`config.mk`:
```
export PLATFORM = sky130hd
export DESIGN_NAME = instr_loader
export DESIGN_NICKNAME = d
export VERILOG_FILES = /design/src/rtl/instr_loader.sv
export SDC_FILE = /design/constraint.sdc
export NUM_CORES = 1
export LEC_CHECK = 0
export CAP_MARGIN = 40
export CORE_MARGIN = 5
export CORE_UTILIZATION = 51
export CTS_BUF_LIST = sky130_fd_sc_hd__clkbuf_8
export DETAILED_ROUTE_END_ITERATION = 8
export PLACE_DENSITY = 0.82
export SETUP_SLACK_MARGIN = 0.15
export SYNTH_ARGS = -nofsm -noshare
export SYNTH_HDL_FRONTEND = slang
export SYNTH_SLANG_ARGS = --single-unit
export TNS_END_PERCENT = 50
```
`constraint.sdc`:
```
create_clock -name clk -period 12.05 [get_ports clk]
set_input_delay 2.41 -clock clk [delete_from_list [all_inputs] [get_ports clk]]
set_output_delay 2.41 -clock clk [all_outputs]
set_load 0.02 [all_outputs]
```
`src/rtl/instr_loader.sv`:
```
// Instruction loader: streams program words into a flat register store and
// holds the core in reset until a complete (or slot-filling) program is in place.
module instr_loader #(
    parameter int unsigned NUM_INSTR = 8,
    parameter int unsigned REG_WIDTH = 32,
    localparam int unsigned CNT_WIDTH = $clog2(NUM_INSTR) + 1
) (
    input  logic                           clk,
    input  logic                           rst,
    input  logic                           i_load_start,
    input  logic                           i_word_valid,
    input  logic [REG_WIDTH-1:0]           i_word_data,
    input  logic                           i_word_last,
    output logic                           o_word_ready,
    output logic [NUM_INSTR*REG_WIDTH-1:0] o_instructions,
    output logic                           o_cpu_rst,
    output logic [CNT_WIDTH-1:0]           o_count,
    output logic                           o_overflow
);

    localparam logic [1:0] ST_IDLE = 2'd0;
    localparam logic [1:0] ST_LOAD = 2'd1;
    localparam logic [1:0] ST_RUN  = 2'd2;

    logic [1:0] state;
    logic [1:0] state_nxt;
    logic       accept;
    logic       clear;
    logic       last_slot;

    // State register
    always_ff @(posedge clk or posedge rst) begin
        if (rst) begin
            state <= ST_IDLE;
        end else begin
            state <= state_nxt;
        end
    end

    // Next-state and datapath control
    always_comb begin
        state_nxt = state;
        accept    = 1'b0;
        clear     = 1'b0;
        last_slot = (o_count == CNT_WIDTH'(NUM_INSTR - 1));
        case (state)
            ST_IDLE, ST_RUN: begin
                if (i_load_start) begin
                    state_nxt = ST_LOAD;
                    clear     = 1'b1;
                end
            end
            ST_LOAD: begin
                // Start requests are deliberately ignored while loading
                accept = i_word_valid;
                if (accept && (i_word_last || last_slot)) begin
                    state_nxt = ST_RUN;
                end
            end
            default: state_nxt = ST_IDLE;
        endcase
    end

    assign o_word_ready = (state == ST_LOAD);
    assign o_cpu_rst    = rst | (state != ST_RUN);

    // Program store, word count and overflow flag
    always_ff @(posedge clk or posedge rst) begin
        if (rst) begin
            o_instructions <= '0;
            o_count        <= '0;
            o_overflow     <= 1'b0;
        end else if (clear) begin
            o_instructions <= '0;
            o_count        <= '0;
            o_overflow     <= 1'b0;
        end else if (accept) begin
            for (int unsigned k = 0; k < NUM_INSTR; k++) begin
                if (o_count == CNT_WIDTH'(k)) begin
                    o_instructions[k*REG_WIDTH +: REG_WIDTH] <= i_word_data;
                end
            end
            o_count <= o_count + CNT_WIDTH'(1);
            // Filling the final slot without a last marker means the program was truncated
            if (last_slot && !i_word_last) begin
                o_overflow <= 1'b1;
            end
        end
    end

endmodule

```
# After elaboration in Yosys (flattened, before gate mapping)
# Cells that the tools add are included.
# word_totals
in_bits	37
n_memories	0
elab_cells	73
latchBits	0
romBits	0
mem_bits_rw	0
register_bits	263
out_inout_bits	263
# classes
div_mod_pow	0
n_addsub	1
n_mul	0
magnitude_cmp	0
muxes	21
eq_ne	12
bitwise_logic	1
n_shift	0
reduce_logical	27
# ops
operator	n
$mux W256	2
$mux W32	8
$reduce_and A2 Y1	10
$reduce_bool A2 Y1	10
$eq A4 B3 Y1 const B	4
$eq A4 B2 Y1 const B	2
$mux W4	2
$mux W1	6
$add A4 B1 Y4 const B	1
$eq A4 B1 Y1 const B	1
$logic_not A4 Y1	1
$mux W2	2
$ne A2 B2 Y1 const B	2
$pmux W2 S2	1
$eq A2 B1 Y1 const B	1
$eq A2 B2 Y1 const B	1
$logic_and A1 B1 Y1	2
$logic_not A2 Y1	1
$ne A2 B1 Y1 const B	1
$reduce_or A2 Y1	1
$logic_not A1 Y1	1
$logic_or A1 B1 Y1	1
$or A1 B1 Y1	1

# Longest topological paths before layout
# Gate-level depths: netlist of the first run.
# logic_depth
depth_word	5
ltp_mapped	8
ltp_nobuf	5

# Worst setup path before layout of the first run
# Ideal clock, no wire load.
# synth_path
path_kind	input port to output port
startpoint	input port rst
endpoint	output port o_cpu_rst
path_slack_ns	7.021
n_path_buf	0
cell_stages	2
t_arrival_ns	2.619
required_ns	9.640
cell_sequence	nor2_1 -> nand2_1
# synth_between
elab_chain_cells	1
# synth_lines
item	line_no	rtl
start: declaration	9	input logic rst,
$or A1 B1 Y1	65	assign o_cpu_rst = rst | (state != ST_RUN);
end: declaration	16	output logic o_cpu_rst,
# No other way between the ends.

# Worst setup path in the final report of the first run
# Ends and elaborated chain as after synthesis.

==> metrics.txt, run 1 <==
io pins 300; outcome complete, no violations; Post-synth EDFFs 0; Max-Cap Viols 0; layout cells sized above 1 10.9%; FF-to-FF setup slack 9230 ps; post-CTS setup buffer count 0; most frequent cell after synthesis nand2_1; largest family of logic cells by synthesized area simple AND/OR/NAND/NOR gates; H-tree Lvls 2; Setup CP Type input port to primary output; sequential element share of the synthesized area 56.6%; final setup skew 16.6 ps; maximum vdd drop 0.000121 V; CP arrival 3730 ps; TNS Setup 0 ps; Slew HR 38.2%; reg2reg path depth 5; FF+latch count, synth 263; total global routing overflow 0; R2R Path End o_instructions[249]; gr usage total 29.1%; routed wire length per instance 21.9 um; Remaining DRCs 0; Hold WC Path Type flip-flop to flip-flop; First DRT Iteration DRCs roughly 1,100; post-detail-place hpwl between 20 and 25 mm; CP max FO 2; Final Max Slew Viols 0; unrepaired setup endpoints after global routing false; Yosys cell types 32; Synth Area in Adders 0.430%; P_leak 6.43 nW; ys flop type dfrtp_1; Post-synth ARST share 100%; Initial Util 51.5%; initial antenna violation count 0; first-pass GRT wire length 60.0 mm; Std-Cell Rows 55; Die Footprint 25,900 um^2; Synth Net Count 1,256; clk sinks 263; Clock Path Buffers 3; Synth Cell Area 11,600 um^2; Final setup viols 0; period utilization 51.0%; post-synthesis xor/xnor area fraction 0.0753%; power density cells 178 nW/um^2; Die Height roughly 160 um; core box area about 23,000 um^2; WP data required 9640 ps; Most Frequent Cell on Critical Path clkdlybuf4s50_1; Die X 161 um; antenna viol nets, final 0; final hold vios 0; slowest CP cell clkdlybuf4s50_1; TritonCTS clock tree built; largest net degree at the start of global routing 124; Least-Margin Pin Slew approximately 930 ps; Area Overhead vs Synth 30.7%; area fraction of the dominant cell type after synthesis 56.6%; crit-path cells clkdlybuf4s50_1, nor2_1, nand2_1, clkdlybuf4s50_1; Hold Path Cell Cnt 2; synthesized instance count around 1,200; Resized cells post-CTS 0; CTS root buf clkbuf_8; crit path launch type input port; TritonRoute pass-1 iters 5; Critical Path Max Stage Delay 600 ps; Via-to-Cell Ratio 5.95; maximum clock rate around 160 MHz; total power 0.00271 W; Total Routed Length about 38 mm; Ant. Diodes 0; Synth top cells by count 270 x nand2_1, 263 x dfrtp_1, 228 x nand3_1; ranking of synthesized cells by area dfrtp_1 57%, nand3_1 9.8%, nand2_1 8.7%, o21ai_0 7.1%, o21ai_2 5.3%; Avg Inst Size Synth 9.57 um^2; crit path time final 6140 ps; Setup crit start rst; Min-Delay Endpoint o_overflow; endpoint type of the worst setup path primary output; cts hold-fix bufs 0; fin nets 1,481; Num CTS Buffers 43; IO buf count 299; Synth Area in Compound Gates 13.0%; area leader, netlist dfrtp_1; simple-gate share of the synthesized area 21.2%; number of global-route vias before repair 10,500; clock-pin slew on the worst setup and hold paths 60 ps; RR Startpoint o_count[3]; multiplexer share of the synthesized area under 10%; Worst-Skew Late Latency 540 ps; Warnings, synthesis 0; Vias between 10,000 and 15,000; Worst Hold Launch o_overflow; RD Place Congestion between 0.8 and 0.9
## critical path, delay by kind of cell
family	cells	cell delay [ps]
buffers and inverters	2	1190
and+or+nand+nor	2	130
## worst max-delay path by stage
stage	end	slack [ps]
after CTS	o_cpu_rst	5900
after floorplan	o_count[0]	2400
after detailed placement	o_cpu_rst	5910
after global routing	o_cpu_rst	5870
after global placement	o_cpu_rst	5900
final	o_cpu_rst	5910
## through the flow
step	setup slack, ps	instances	hold WS (ps)	utilization (%)	cell area (um^2)
floorplan	2400	1215	529	-	11600
global placement	5900	1674	484	63.2	14300
detailed placement	5910	1680	479	63.9	14400
CTS	5900	1747	495	67.3	15200
global route	5870	1747	546	67.3	15200
finish	5910	1747	497	67.3	15200
## cell type report
class,count,area [um^2]
clock buffer,52,716
sequential,263,6580
multi-input combinational,811,4220
tap,285,357
timing repair buffer,318,3250
inverter,3,18.8
fill,1763,7370
clock inverter,15,57.6
## cells in the final DEF, fill, tap and decap left out, types with 5 or more instances in the layout
cell,instances
clkdlybuf4s50_1,299
nand2_1,270
dfrtp_1,263
nand3_1,228
o21ai_0,165
o21ai_2,70
clkbuf_8,52
nand4_1,17
inv_1,16
mux2i_1,15
buf_4,13
and2_4,8
o21ai_1,8
buf_16,5
## flip-flops by register name, summed over array words and instances (netlist names)
name,count
o_overflow,1
state,2
o_instructions,256
o_count,4
## metal layers
| layer | vias up | global-route usage, % | share of wire (%) | wire (um) |
|---|---|---|---|---|
| met5 | - | 0 | 0 | 0 |
| met4 | 0 | 12.8 | 4.5 | 1700 |
| met3 | 111 | 7.53 | 9.9 | 3770 |
| met2 | 577 | 44.0 | 46 | 17600 |
| met1 | 5133 | 39.9 | 39 | 15100 |
| li1 | 4568 | - | - | - |
## where the power goes
group | switching [W] | internal (W)
registers | 0.0000839 | 0.00101
clock network | 0.000339 | 0.000383
logic | 0.000569 | 0.000324
## cell families (layout without fill, tap and decap cells)
group | count (synthesis) | after routing
AOI/OAI and AO/OA | 248 | 248
xor gates and xnor gates | 1 | 1
adders and majority gates | 4 | 4
buffers and inverters | 141 | 388
DFF | 263 | 263
muxes | 15 | 15
and+or+nand+nor | 543 | 543
(Power assumes the default switching activity.)
==> run 2: changes to the inputs <==
CORE_UTILIZATION = 46   (was 51)
PLACE_DENSITY = 0.78   (was 0.82)
clock period = 5.3 ns   (was 12.05 ns; I/O delays follow)
==> metrics.txt, run 2 (same netlist as run 1, synthesis figures left out) <==
Global Route met1 Usage 36.8% (-3.1 points); Hold Path Cell Cnt 2 (unchanged); antenna viol nets, final 0 (unchanged); final hold vios 0 (unchanged); Min-Delay Endpoint o_instructions[63]; Hold WC Path Type flip-flop to flip-flop; fin nets 1,480 (-0.068%); cts hold-fix bufs 0 (unchanged); P_leak 6.46 nW (+0.37%); endpoint type of the worst setup path primary output; NetSw 0.00229 W (+130%); Pint 0.00393 W (+130%); Resized cells post-CTS 0 (unchanged); sequential share of power 39.9% (-0.4 points); most frequent cells in the layout 299 x clkdlybuf4s50_1, 270 x nand2_1, 263 x dfrtp_1; max reg flops 256 (unchanged); Final Max Slew Viols 0 (unchanged); number of global-route vias before repair 10,100 (-3.7%); layout cells sized above 1 10.9% (+0.016 points); Slew HR 46.2% (+8.0 points); first-pass GRT wire length 59.5 mm (-0.94%); crit path time final 3370 ps; Worst-Skew Late Latency 540 ps (about the same); Logic pwr share 32.8% (-0.2 points); reg2reg path depth 6 (+1); Final setup viols 0 (unchanged); CTS root buf clkbuf_8; routed wire length per instance 21.5 um (-1.6%); commonest non-fill, non-tap cell in the layout clkdlybuf4s50_1; Hold WS 518 ps (+20.7 ps); period utilization between 60% and 70%; Area Overhead vs Synth 31.3%; io pins 300 (unchanged); largest net degree at the start of global routing 143 (+15%); Vias 10,300 (-0.63%); H-tree Lvls 2 (unchanged); Max-Cap Viols 0 (unchanged); Least-Margin Pin Slew 807 ps (-118 ps); IO buf count 299 (unchanged); core box area 25,000 um^2 (+11%); outcome complete, no violations; Die Height 169 um (+5.0%); GR met2 Demand/Resource 39.9% (-4.1 points); Num CTS Buffers 44 (+2.3%); Placement Setup Slack 1810 ps (-4100 ps); M3 GR Usage 6.94% (-0.59 points); WP data required 4240 ps (-5400 ps); crit path launch type input port; FF-to-FF setup slack 2690 ps (-6540 ps); clock-pin slew on the worst setup and hold paths 50 ps (about the same); TNS Setup 0 ps (unchanged); gr usage total 26.2% (-2.9 points); Total Routed Length 38.7 mm (+1.4%); Initial Util 46.4% (-5.1 points); Clock Path Buffers 3 (unchanged); Setup CP Type input port to primary output; Worst Slack Setup Final 1930 ps (-3980 ps); RR Startpoint o_count[0]; Via-to-Cell Ratio 5.74 (-3.5%); RD Place Congestion 0.867 (-0.84%); post-CTS setup buffer count 0 (unchanged); clk sinks 263 (unchanged); Die Footprint 28,600 um^2 (+10%); maximum vdd drop 0.000298 V (+150%); TritonRoute pass-1 iters 5 (unchanged); total global routing overflow 0 (unchanged); final setup skew 21.2 ps (+4.62 ps); initial antenna violation count 0 (unchanged); Clk pwr share 27.4% (+0.7 points); sw frac 36.8% (+0.18 points); Std-Cell Rows 58 (+5.5%); CP arrival 2310 ps (-1420 ps); First DRT Iteration DRCs 1,303 (+17%); Worst Hold Launch o_instructions[63]; CP max FO 2 (unchanged); gr busiest metal met2; TritonCTS clock tree built; Ant. Diodes 0 (unchanged); unrepaired setup endpoints after global routing false; maximum clock rate 297 MHz; power density cells 407 nW/um^2 (+130%); Die X 169 um (+5.0%); Remaining DRCs 0 (unchanged); Most flops, register o_instructions; fillers 2,111 (+20%); largest registers o_instructions: 256 flops, o_count: 4 flops, state: 2 flops; R2R Path End o_instructions[215]; post-detail-place hpwl 24.6 mm (-0.62%)
[run 2: cell count changes in the layout (fill, tap and decap cells not counted), moves of 4 or more]
| cell | previous run | this run |
|---|---|---|
| buf_12 | 1 | 6 |
| buf_4 | 13 | 9 |
| inv_1 | 16 | 23 |
| buf_16 | 5 | 1 |
[run 2: final cells by class]
| cell class | count | area [um^2] | area share, % |
|---|---|---|---|
| timing repair buffer | 316 | 3220 | 21.1 |
| clock buffer | 50 | 688 | 4.51 |
| sequential | 263 | 6580 | 43.1 |
| tap | 330 | 413 | 2.70 |
| clock inverter | 26 | 131 | 0.860 |
| inverter | 3 | 15.0 | 0.0983 |
| multi-input combinational | 811 | 4220 | 27.6 |
[run 2: layer usage]
layer,part of all wire [%],vias to the layer above
li1,-,4575
met1,42,5086
met2,46,577
met3,9.3,86
met4,3.3,0
met5,0,-
[run 2: critical path: stages]
cell             delay (ps)
clkdlybuf4s50_1         520
nor2_1                   60
nand2_1                  70
clkdlybuf4s50_1         600
[run 2: worst max-delay path by stage]
stage / startpoint / end / slack [ps] / cells past startpoint
after floorplan: rst / o_count[0] / 770 / 1
after global placement: i_word_valid / o_instructions[4] / 1910 / 5
after detailed placement: i_word_valid / o_instructions[24] / 1810 / 5
after CTS: rst / o_cpu_rst / 1920 / 4
after global routing: rst / o_cpu_rst / 1890 / 4
final: rst / o_cpu_rst / 1930 / 4
[run 2: power by group through the flow]
stage	Clock [W]	Sequential [W]	Combinational, W
3_3_place_gp	0	0.00250	0.00196
4_1_cts	0.00173	0.00248	0.00203
5_1_grt	0.00182	0.00251	0.00216
2_1_floorplan	0	0.00281	0.000859
6_report	0.00170	0.00248	0.00204
3_5_place_dp	0	0.00251	0.00203
[run 2: through the flow]
step	cell area, um^2	total power [W]	instances	util, %
after floorplan	11600	0.00367	1215	-
after detailed placement	14500	0.00453	1723	57.7
after CTS	15300	0.00624	1799	61.0
final	15300	0.00622	1799	61.0
after global placement	14400	0.00445	1719	57.4
after global routing	15300	0.00649	1799	61.0
==> run 3: changes to the inputs <==
CORE_UTILIZATION = 51   (was 46)
PLACE_DENSITY = 0.82   (was 0.78)
clock period = 3.19 ns   (was 5.3 ns; I/O delays follow)
==> metrics.txt, run 3 (same netlist as run 1, synthesis figures left out) <==
clock-pin slew on the worst setup and hold paths 60 ps (about the same); Die X 161 um (-4.7%); Via-to-Cell Ratio 5.90 (+2.8%); Clock Path Buffers 3 (unchanged); fin nets 1,485 (+0.34%); Remaining DRCs 0 (unchanged); power density cells 670 nW/um^2 (+65%); Worst-Skew Late Latency 530 ps (about the same); gr usage total 28.7% (+2.6 points); Resized cells post-CTS 0 (unchanged); total power 0.0102 W (+64%); Most flops, register o_instructions; number of global-route vias before repair 10,200 (+1.0%); Hold WS 505 ps (-12.2 ps); placed instance area 14,400 um^2 (about the same); TritonRoute pass-1 iters 6 (+1); Critical Path Max Stage Delay 720 ps (+120 ps); H-tree Lvls 2 (unchanged); final cell count without fillers 1,758 (-2.3%); Die Footprint 25,900 um^2 (-9.2%); crit path time final 2550 ps; io pins 300 (unchanged); fillers 1,744 (-17%); Std-Cell Rows 55 (-5.2%); Worst Hold Launch o_overflow; Worst Slack Setup Final 640 ps (-1290 ps); Placement Setup Slack 602 ps (-1210 ps); crit path buf inv count 1 (-1); WP data required 2550 ps (-1690 ps); maximum clock rate a little under 400 MHz; endpoint type of the worst setup path primary output; post-detail-place hpwl 24.8 mm (+0.75%); slowest CP cell clkdlybuf4s50_1; layout cells sized above 1 11.1% (+0.24 points); RD Place Congestion 0.846 (-2.4%); most frequent cells in the layout 299 x clkdlybuf4s50_1, 270 x nand2_1, 263 x dfrtp_1; commonest non-fill, non-tap cell in the layout clkdlybuf4s50_1; Area Overhead vs Synth 31.0%; DP Cell Count 1,684 (-2.3%); Num CTS Buffers 43 (-2.3%); CP max FO 13 (+11); P_leak 6.47 nW (+0.21%); total global routing overflow 0 (unchanged); largest net degree at the start of global routing 129 (-9.8%); antenna viol nets, final 0 (unchanged); Slew HR 49.5% (+3.4 points); clk sinks 263 (unchanged); TritonCTS clock tree built; unrepaired setup endpoints after global routing false; CTS root buf clkbuf_8; Max-Cap Viols 0 (unchanged); first-pass GRT wire length 59.4 mm (-0.16%); CP arrival 1910 ps (-400 ps); initial antenna violation count 0 (unchanged); maximum vdd drop 0.000529 V (+78%); final hold vios 0 (unchanged); Least-Margin Pin Slew 754 ps (-53.1 ps); largest registers o_instructions: 256 flops, o_count: 4 flops, state: 2 flops; cts hold-fix bufs 0 (unchanged); Setup crit start o_count[2]; crit-path cells clkdlybuf4s50_1; routed wire length per instance 21.6 um (+0.31%); core box area 22,600 um^2 (-9.8%); max reg flops 256 (unchanged); Total Routed Length 38.0 mm (-2.0%); Setup CP Type flip-flop to primary output; Ant. Diodes 0 (unchanged); Non-Filler Cell Area, Final 15,200 um^2 (-0.26%); period utilization 79.9%; RR Startpoint o_count[0]; IO buf count 299 (unchanged); outcome complete, no violations; Initial Util 51.5% (+5.1 points); crit path launch type flip-flop; Die Height 161 um (-4.7%); Final Max Slew Viols 0 (unchanged); Vias 10,400 (+0.49%); final setup skew 18.9 ps (-2.29 ps); Hold WC Path Type flip-flop to flip-flop; Final setup viols 0 (unchanged); CP delay by family, top buffers and inverters; First DRT Iteration DRCs 1,175 (-9.8%); post-CTS setup buffer count 0 (unchanged)
run 3: routing by layer:
metal	global-route usage, %	vias to the layer above	routed length, um
met4	11.8	0	1650
met2	43.5	602	17400
met5	0	-	0
li1	-	4571	-
met3	6.99	123	3770
met1	40.2	5079	15200
run 3: power breakdown:
part	internal [W]	switching, W	total, W
logic	0.00121	0.00213	0.00335
clock network	0.00144	0.00129	0.00273
registers	0.00380	0.000328	0.00413
run 3: layout make-up:
type / count / area (um^2) / share of cell area, %
well taps: 285 / 357 / 2.34
clock buffers: 51 / 702 / 4.61
inverters: 3 / 15.0 / 0.0986
multi-input cells: 811 / 4220 / 27.7
clock inverters: 23 / 91.3 / 0.600
repair buffers: 322 / 3270 / 21.4
flip-flops and latches: 263 / 6580 / 43.2
run 3: per-stage QoR:
stage / setup TNS [ps] / utilization, %
finish: 0 / 67.5
floorplan: -241310 / -
CTS: 0 / 67.5
global route: 0 / 67.5
detailed placement: 0 / 64.0
global placement: 0 / 64.0
run 3: worst paths after layout:
kind,endpoint,slack (ps),cells past startpoint
max in group asynchronous,o_instructions[247],1960,3
max reg2reg,o_instructions[213],980,5
max,o_count[2],640,1
min,o_overflow,510,2
min in group asynchronous,o_instructions[155],530,3
min reg2reg,o_overflow,510,2
run 3: worst min-delay path: stages, from the launching register on:
cell and delay, ps:
dfrtp_1 360, nand2_1 50, o21ai_0 60
